<file path="config.mk">
export PLATFORM = sky130hd
export DESIGN_NAME = ex_muldiv_unit_flat
export DESIGN_NICKNAME = d
export VERILOG_FILES = /design/src/rtl/mips_pkg.sv /design/src/rtl/ex_muldiv_unit_if.sv /design/src/rtl/ex_muldiv_unit.sv /design/src/flat_wrapper.sv
export SDC_FILE = /design/constraint.sdc
export NUM_CORES = 1
export LEC_CHECK = 0
export CORE_MARGIN = 4
export CORE_UTILIZATION = 36
export DETAILED_ROUTE_END_ITERATION = 12
export SLEW_MARGIN = 30
export SYNTH_ARGS = -nofsm -noshare
export SYNTH_HDL_FRONTEND = slang
export SYNTH_SLANG_ARGS = --single-unit
export TNS_END_PERCENT = 20
</file>
<file path="constraint.sdc">
create_clock -name clk -period 4.15 [get_ports clk]
set_input_delay 0.6225 -clock clk [delete_from_list [all_inputs] [get_ports clk]]
set_output_delay 0.6225 -clock clk [all_outputs]
set_load 0.05 [all_outputs]
</file>
<file path="src/rtl/mips_pkg.sv">
// Shared EX-stage definitions for the multiply/divide unit.
// Op encoding, FSM states and iteration count.
package mips_pkg;

    localparam int MD_ITER = 32;

    typedef enum logic [1:0] {
        MD_MULT  = 2'b00,
        MD_MULTU = 2'b01,
        MD_DIV   = 2'b10,
        MD_DIVU  = 2'b11
    } muldiv_op_t;

    typedef enum logic [1:0] {
        IDLE = 2'b00,
        RUN  = 2'b01,
        FIN  = 2'b10
    } md_state_t;

endpackage

</file>
<file path="src/rtl/ex_muldiv_unit_if.sv">
// EX-stage mul/div bundle: ID/EX operands in, HI/LO and stall out.
// master = pipeline/hazard side, slave = the mul/div unit.
interface ex_muldiv_unit_if
    import mips_pkg::*;
#(
    parameter int WIDTH = MD_ITER
);

    logic             start;
    muldiv_op_t       op;
    logic [WIDTH-1:0] src_a;
    logic [WIDTH-1:0] src_b;
    logic             hi_we;
    logic             lo_we;
    logic             flush;
    logic             busy;
    logic             done;
    logic [WIDTH-1:0] hi;
    logic [WIDTH-1:0] lo;

    modport master (
        output start, op, src_a, src_b,
        output hi_we, lo_we, flush,
        input  busy, done, hi, lo
    );

    modport slave (
        input  start, op, src_a, src_b,
        input  hi_we, lo_we, flush,
        output busy, done, hi, lo
    );

endinterface

</file>
<file path="src/rtl/ex_muldiv_unit.sv">
// Iterative MULT/MULTU/DIV/DIVU unit owning the HI/LO registers.
// Shift-add multiply and restoring divide share one accumulator.
module ex_muldiv_unit
    import mips_pkg::*;
#(
    parameter int WIDTH = MD_ITER
) (
    input  logic clk,
    input  logic rst_n,
    ex_muldiv_unit_if.slave md
);

    localparam int CW = $clog2(WIDTH);

    md_state_t          state;
    md_state_t          state_nx;
    logic [CW-1:0]      cnt;
    logic [2*WIDTH-1:0] acc;
    logic [WIDTH-1:0]   opnd;
    logic [WIDTH-1:0]   a_orig;
    logic [WIDTH-1:0]   hi_q;
    logic [WIDTH-1:0]   lo_q;
    logic               is_div;
    logic               neg_q;
    logic               neg_r;
    logic               dz;

    logic               accept;
    logic               idle_wr;
    logic               sgn_in;
    logic               div_in;
    logic               sign_a;
    logic               sign_b;
    logic [WIDTH-1:0]   abs_a;
    logic [WIDTH-1:0]   abs_b;
    logic [WIDTH:0]     mul_sum;
    logic [2*WIDTH-1:0] mul_nx;
    logic [WIDTH:0]     rs;
    logic [WIDTH:0]     diff;
    logic [2*WIDTH-1:0] div_nx;
    logic [2*WIDTH-1:0] prod_s;
    logic [WIDTH-1:0]   q_s;
    logic [WIDTH-1:0]   r_s;

    assign accept  = (state == IDLE) && md.start && !md.flush;
    assign idle_wr = (state == IDLE) && !md.flush;
    assign sgn_in  = ~md.op[0];
    assign div_in  = md.op[1];
    assign sign_a  = sgn_in & md.src_a[WIDTH-1];
    assign sign_b  = sgn_in & md.src_b[WIDTH-1];
    assign abs_a   = sign_a ? -md.src_a : md.src_a;
    assign abs_b   = sign_b ? -md.src_b : md.src_b;

    // Multiply: {P_hi, P_lo}, multiplier consumed from P_lo LSB-first
    assign mul_sum = {1'b0, acc[2*WIDTH-1:WIDTH]}
                   + (acc[0] ? {1'b0, opnd} : '0);
    assign mul_nx  = {mul_sum, acc[WIDTH-1:1]};

    // Divide: {R, Q}; shifted R needs one extra bit for the trial subtract
    assign rs      = acc[2*WIDTH-1:WIDTH-1];
    assign diff    = rs - {1'b0, opnd};
    assign div_nx  = diff[WIDTH]
                   ? {rs[WIDTH-1:0], acc[WIDTH-2:0], 1'b0}
                   : {diff[WIDTH-1:0], acc[WIDTH-2:0], 1'b1};

    assign prod_s  = neg_q ? -acc : acc;
    assign q_s     = neg_q ? -acc[WIDTH-1:0] : acc[WIDTH-1:0];
    assign r_s     = neg_r ? -acc[2*WIDTH-1:WIDTH] : acc[2*WIDTH-1:WIDTH];

    always_comb begin
        state_nx = state;
        unique case (state)
            IDLE: if (accept) state_nx = RUN;
            RUN: begin
                if (md.flush)     state_nx = IDLE;
                else if (cnt == '0) state_nx = FIN;
            end
            FIN:     state_nx = IDLE;
            default: state_nx = IDLE;
        endcase
    end

    always_ff @(posedge clk or negedge rst_n) begin
        if (!rst_n) state <= IDLE;
        else        state <= state_nx;
    end

    always_ff @(posedge clk or negedge rst_n) begin
        if (!rst_n) begin
            cnt    <= '0;
            acc    <= '0;
            opnd   <= '0;
            a_orig <= '0;
            is_div <= 1'b0;
            neg_q  <= 1'b0;
            neg_r  <= 1'b0;
            dz     <= 1'b0;
        end else if (accept) begin
            cnt    <= CW'(WIDTH - 1);
            acc    <= {{WIDTH{1'b0}}, div_in ? abs_a : abs_b};
            opnd   <= div_in ? abs_b : abs_a;
            a_orig <= md.src_a;
            is_div <= div_in;
            neg_q  <= sign_a ^ sign_b;
            neg_r  <= sign_a;
            dz     <= (md.src_b == '0);
        end else if (state == RUN && !md.flush) begin
            cnt <= cnt - CW'(1);
            acc <= is_div ? div_nx : mul_nx;
        end
    end

    // A flushed FIN cycle must leave HI/LO untouched
    always_ff @(posedge clk or negedge rst_n) begin
        if (!rst_n) begin
            hi_q <= '0;
            lo_q <= '0;
        end else if (state == FIN && !md.flush) begin
            if (!is_div) begin
                {hi_q, lo_q} <= prod_s;
            end else if (dz) begin
                hi_q <= a_orig;
                lo_q <= '1;
            end else begin
                hi_q <= r_s;
                lo_q <= q_s;
            end
        end else if (idle_wr) begin
            if (md.hi_we) hi_q <= md.src_a;
            if (md.lo_we) lo_q <= md.src_a;
        end
    end

    assign md.busy = (state != IDLE);
    assign md.done = (state == FIN);
    assign md.hi   = hi_q;
    assign md.lo   = lo_q;

endmodule

</file>
<file path="src/flat_wrapper.sv">
// flat-port wrapper written by rule: the top's interface ports become plain ports
module ex_muldiv_unit_flat import mips_pkg::*;
#(
    parameter int WIDTH = MD_ITER
)
  (clk, rst_n, md_start, md_op, md_src_a, md_src_b, md_hi_we, md_lo_we, md_flush, md_busy, md_done, md_hi, md_lo);
  ex_muldiv_unit_if #(.WIDTH(WIDTH)) md_i ();
  input  logic clk;
  input  logic rst_n;
  input wire logic [$bits(md_i.start)-1:0] md_start;
  input wire logic [$bits(md_i.op)-1:0] md_op;
  input wire logic [$bits(md_i.src_a)-1:0] md_src_a;
  input wire logic [$bits(md_i.src_b)-1:0] md_src_b;
  input wire logic [$bits(md_i.hi_we)-1:0] md_hi_we;
  input wire logic [$bits(md_i.lo_we)-1:0] md_lo_we;
  input wire logic [$bits(md_i.flush)-1:0] md_flush;
  output wire logic [$bits(md_i.busy)-1:0] md_busy;
  output wire logic [$bits(md_i.done)-1:0] md_done;
  output wire logic [$bits(md_i.hi)-1:0] md_hi;
  output wire logic [$bits(md_i.lo)-1:0] md_lo;
  assign md_i.start = md_start;
  assign md_i.op = md_op;
  assign md_i.src_a = md_src_a;
  assign md_i.src_b = md_src_b;
  assign md_i.hi_we = md_hi_we;
  assign md_i.lo_we = md_lo_we;
  assign md_i.flush = md_flush;
  assign md_busy = md_i.busy;
  assign md_done = md_i.done;
  assign md_hi = md_i.hi;
  assign md_lo = md_i.lo;
  ex_muldiv_unit #(.WIDTH(WIDTH)) u_core (.clk(clk), .rst_n(rst_n), .md(md_i));
endmodule
</file>
==> metrics.yaml <==
timing:
  setup_viol: 0
  slew-limit-headroom_pct: 45.7
  achievable-frequency_mhz: 255
  finalHoldViolations: 0
  timing.final.crit_share_pct: 94.6
  final.setup_skew_ns: 0.0207
  tns_ns: 0
  unrepaired_setup_endpoints_after_global_routing: "false"
  max_slew.worst_pin.slew_ns: 0.814
  layout_min_cycle_time_ns: 3.93
  report.final.slew_viol_count: 0
placement:
  gp_congestion: 0.993
  dpl.cell_count: 2890
  dp_hpwl_um: 53900
  port_buffers: 137
clock_network:
  tritoncts_num_sinks: 203
  number_of_buffers_inserted_to_repair_setup_after_cts: 0
  clock_insertion_delay_worst_skew_ns: 0.57
  hold_buffers_post_cts: 0
  htreeDepth: 1
  post_cts.resized_instances: 0
  tritoncts: "built"
  clock_path_buffers: 3
  clk_transition_reported_paths_ns: 0.06
  cts_inserted_buffers: 27
  clk_root_buffer_cell: "sky130_fd_sc_hd__clkbuf_16"
drt:
  ant_nets: 0
  routedWlPerCell_um: 24.0
  initialDrtViolationCount: 1877
  route.detailed.vias_per_inst: 6.01
  first_pass_iters: 6
  via_count: 17700
  detail_route.drc_violations: 0
  postRouteWirelength_um: 70500
critical_path:
  worst-r2r-setup-slack_ns: 0.22
  cp_data_arrival_time_ns: 4.36
  worst-path-max-fanout: 12
  crit_path_start: "u_core.acc[31]"
  r2r_start: "u_core.acc[31]"
  worst-endpoint-required_ns: 4.59
  kind_of_start_point_of_the_critical_path: "flop"
  worstSetupEndpointType: "flop"
  timing_worst_setup_path_type: "flop to flop"
logic_synthesis:
  async_flop_share_pct: 100
  ys_ff_latch: 203
  synth_nets: 2334
  synthesis.area_per_instance_um2: 7.79
  post_synthesis_instance_total: 2190
  synth_ff_type: "sky130_fd_sc_hd__dfrtp_1"
  area_of_the_mapped_netlist_um2: 17100
  synth-warning-count: 0
  ys_seq_area_share_pct: 29.8
  synth_edf_count: 0
  yosysUniqueCellTypes: 76
die:
  io_pins: 138
  die_height_um: 226
  core.rowCount: 79
  start_util_pct: 36.6
  floorplan.core_area_um2: 46700
  design.die.area_um2: 50900
  fp.dieW_um: 226
grt:
  antenna_found_initial: 1
  grt_usage_pct: 26.7
  pin_count_of_the_biggest_net_entering_global_routing: 79
  grt_pass1_wl_um: 105000
  grt.overflow.total: 0
  via_count_of_the_first_global_routing_pass: 16600
run_status:
  result_of_the_run: "complete, no violations"
finish:
  final_core_utilization_pct: 43.8
  area.growth.synth_to_final_pct: 19.9
  final_layout_size_suffix_gt1_share_pct: 8.19
  total_of_fill_cells_in_the_finished_design: 4717
  finalNetCount: 2456
  diodes: 0
  most-common-layout-cells: "sky130_fd_sc_hd__nand2_1 (298), sky130_fd_sc_hd__dfrtp_1 (200), sky130_fd_sc_hd__o21ai_0 (185)"
  layout.cells.most_common: "sky130_fd_sc_hd__nand2_1"
  layoutNonFillerInstCount: 2940
job:
  cap_viol_max_count: 0
power_and_ir_drop:
  irDropWorstVdd_uv: 360
  cellPowerDensity_nw_per_um2: 648
  p_leak_uw: 0.00862
min_path:
  hold_path.class: "input port to async pin"
## final timing paths
path,endpoint,depth (start not counted)
setup / recovery,u_core.acc[54],14
max in group asynchronous,u_core.acc[56],2
hold / removal,u_core.md.lo[9],1
setup reg to reg,u_core.acc[54],14
min in group clk,u_core.a_orig[15],2
hold reg to reg,u_core.a_orig[15],2
## metal layers
layer  vias up  share of wire (%)  track usage, %
met5         -                  0               0
met3       126                8.0            3.52
met4         0                5.8            13.5
li1       8154                  -               -
met1      8570                 44            38.5
met2       820                 42            39.3
## cell families after synthesis
logic type | share of synthesized area, %
AOI/OAI and AO/OA | 26.9
xor gates and xnor gates | 9.86
adders and majority gates | 5.37
buffers and inverters | 5.11
DFF | 29.8
muxes | 4.04
and+or+nand+nor | 18.9
## area by class of cell
| type | count | area [µm²] | area share, % |
|---|---|---|---|
| multi-input combinational | 1760 | 11100 | 54.5 |
| sequential | 203 | 5090 | 24.9 |
| timing repair buffer | 248 | 2230 | 10.9 |
| clock buffer | 36 | 769 | 3.76 |
| tap | 607 | 759 | 3.71 |
| inverter | 72 | 270 | 1.32 |
| clock inverter | 14 | 189 | 0.924 |
## report_power, final
group | internal, µW | switching (µW) | leakage [µW] | total (µW)
Sequential | 2470 | 770 | 0.00251 | 3240
Combinational | 2950 | 4520 | 0.00564 | 7470
Clock | 1550 | 996 | 0.000465 | 2550
## cell usage after synthesis, types with 14 or more instances
cell	number	area (µm²)
sky130_fd_sc_hd__nor2b_1	26	163
sky130_fd_sc_hd__buf_1	20	75.1
sky130_fd_sc_hd__o22ai_1	44	275
sky130_fd_sc_hd__dfrtp_1	203	5080
sky130_fd_sc_hd__inv_1	68	255
sky130_fd_sc_hd__xnor2_1	88	771
sky130_fd_sc_hd__o21ai_0	186	931
sky130_fd_sc_hd__clkbuf_1	123	462
sky130_fd_sc_hd__nor4_1	17	106
sky130_fd_sc_hd__o21ai_1	40	200
sky130_fd_sc_hd__a221oi_1	38	333
sky130_fd_sc_hd__nand3_1	22	110
sky130_fd_sc_hd__ha_1	70	876
sky130_fd_sc_hd__or4_1	17	128
sky130_fd_sc_hd__a21oi_1	156	781
sky130_fd_sc_hd__a222oi_1	15	150
sky130_fd_sc_hd__or3_1	21	131
sky130_fd_sc_hd__nor2_1	186	698
sky130_fd_sc_hd__nand2_1	298	1120
sky130_fd_sc_hd__o31ai_1	29	218
sky130_fd_sc_hd__mux2i_1	61	611
sky130_fd_sc_hd__xor2_1	104	911
sky130_fd_sc_hd__nor3_1	26	130
sky130_fd_sc_hd__nand2b_1	20	125
sky130_fd_sc_hd__a22oi_1	21	158
sky130_fd_sc_hd__o211ai_1	52	390
sky130_fd_sc_hd__a31oi_1	14	87.6
sky130_fd_sc_hd__a21o_1	42	315
## registers in the layout, summed over array words and instances (netlist names)
| signal | flops |
|---|---|
| u_core.acc | 64 |
| u_core.a_orig | 32 |
| u_core.md.hi | 32 |
| u_core.md.lo | 32 |
| u_core.opnd | 32 |
| u_core.cnt | 5 |
| u_core.state | 2 |
| u_core.dz | 1 |
| u_core.is_div | 1 |
| u_core.neg_q | 1 |
| u_core.neg_r | 1 |
## per-stage QoR
stage               hold slack [ns]  power (µW)  worst slack, ns  instance area [µm²]
finish                       0.0268       13300            0.223                20500
global route                 0.0595       14100           0.0297                20500
CTS                          0.0241       13200            0.225                20500
detailed placement            0.462       10600            0.249                19500
global placement              0.459       10500            0.329                19500
floorplan                     0.327        8150            0.674                17100
## worst max-delay path, stage by stage (launching register included)
cell and delay (ns):
sky130_fd_sc_hd__dfrtp_1 0.49, sky130_fd_sc_hd__inv_1 0.18, sky130_fd_sc_hd__ha_1 0.26, sky130_fd_sc_hd__fa_1 0.42, sky130_fd_sc_hd__nor2b_1 0.17, sky130_fd_sc_hd__o31a_1 0.23, sky130_fd_sc_hd__o21a_1 0.18, sky130_fd_sc_hd__a21oi_1 0.13
sky130_fd_sc_hd__a2bb2oi_1 0.28, sky130_fd_sc_hd__a31o_2 0.29, sky130_fd_sc_hd__xor2_4 0.34, sky130_fd_sc_hd__buf_4 0.28, sky130_fd_sc_hd__mux2i_1 0.21, sky130_fd_sc_hd__nor2_1 0.06, sky130_fd_sc_hd__a221o_1 0.28
Note: power is estimated with default switching activity, not from simulation.
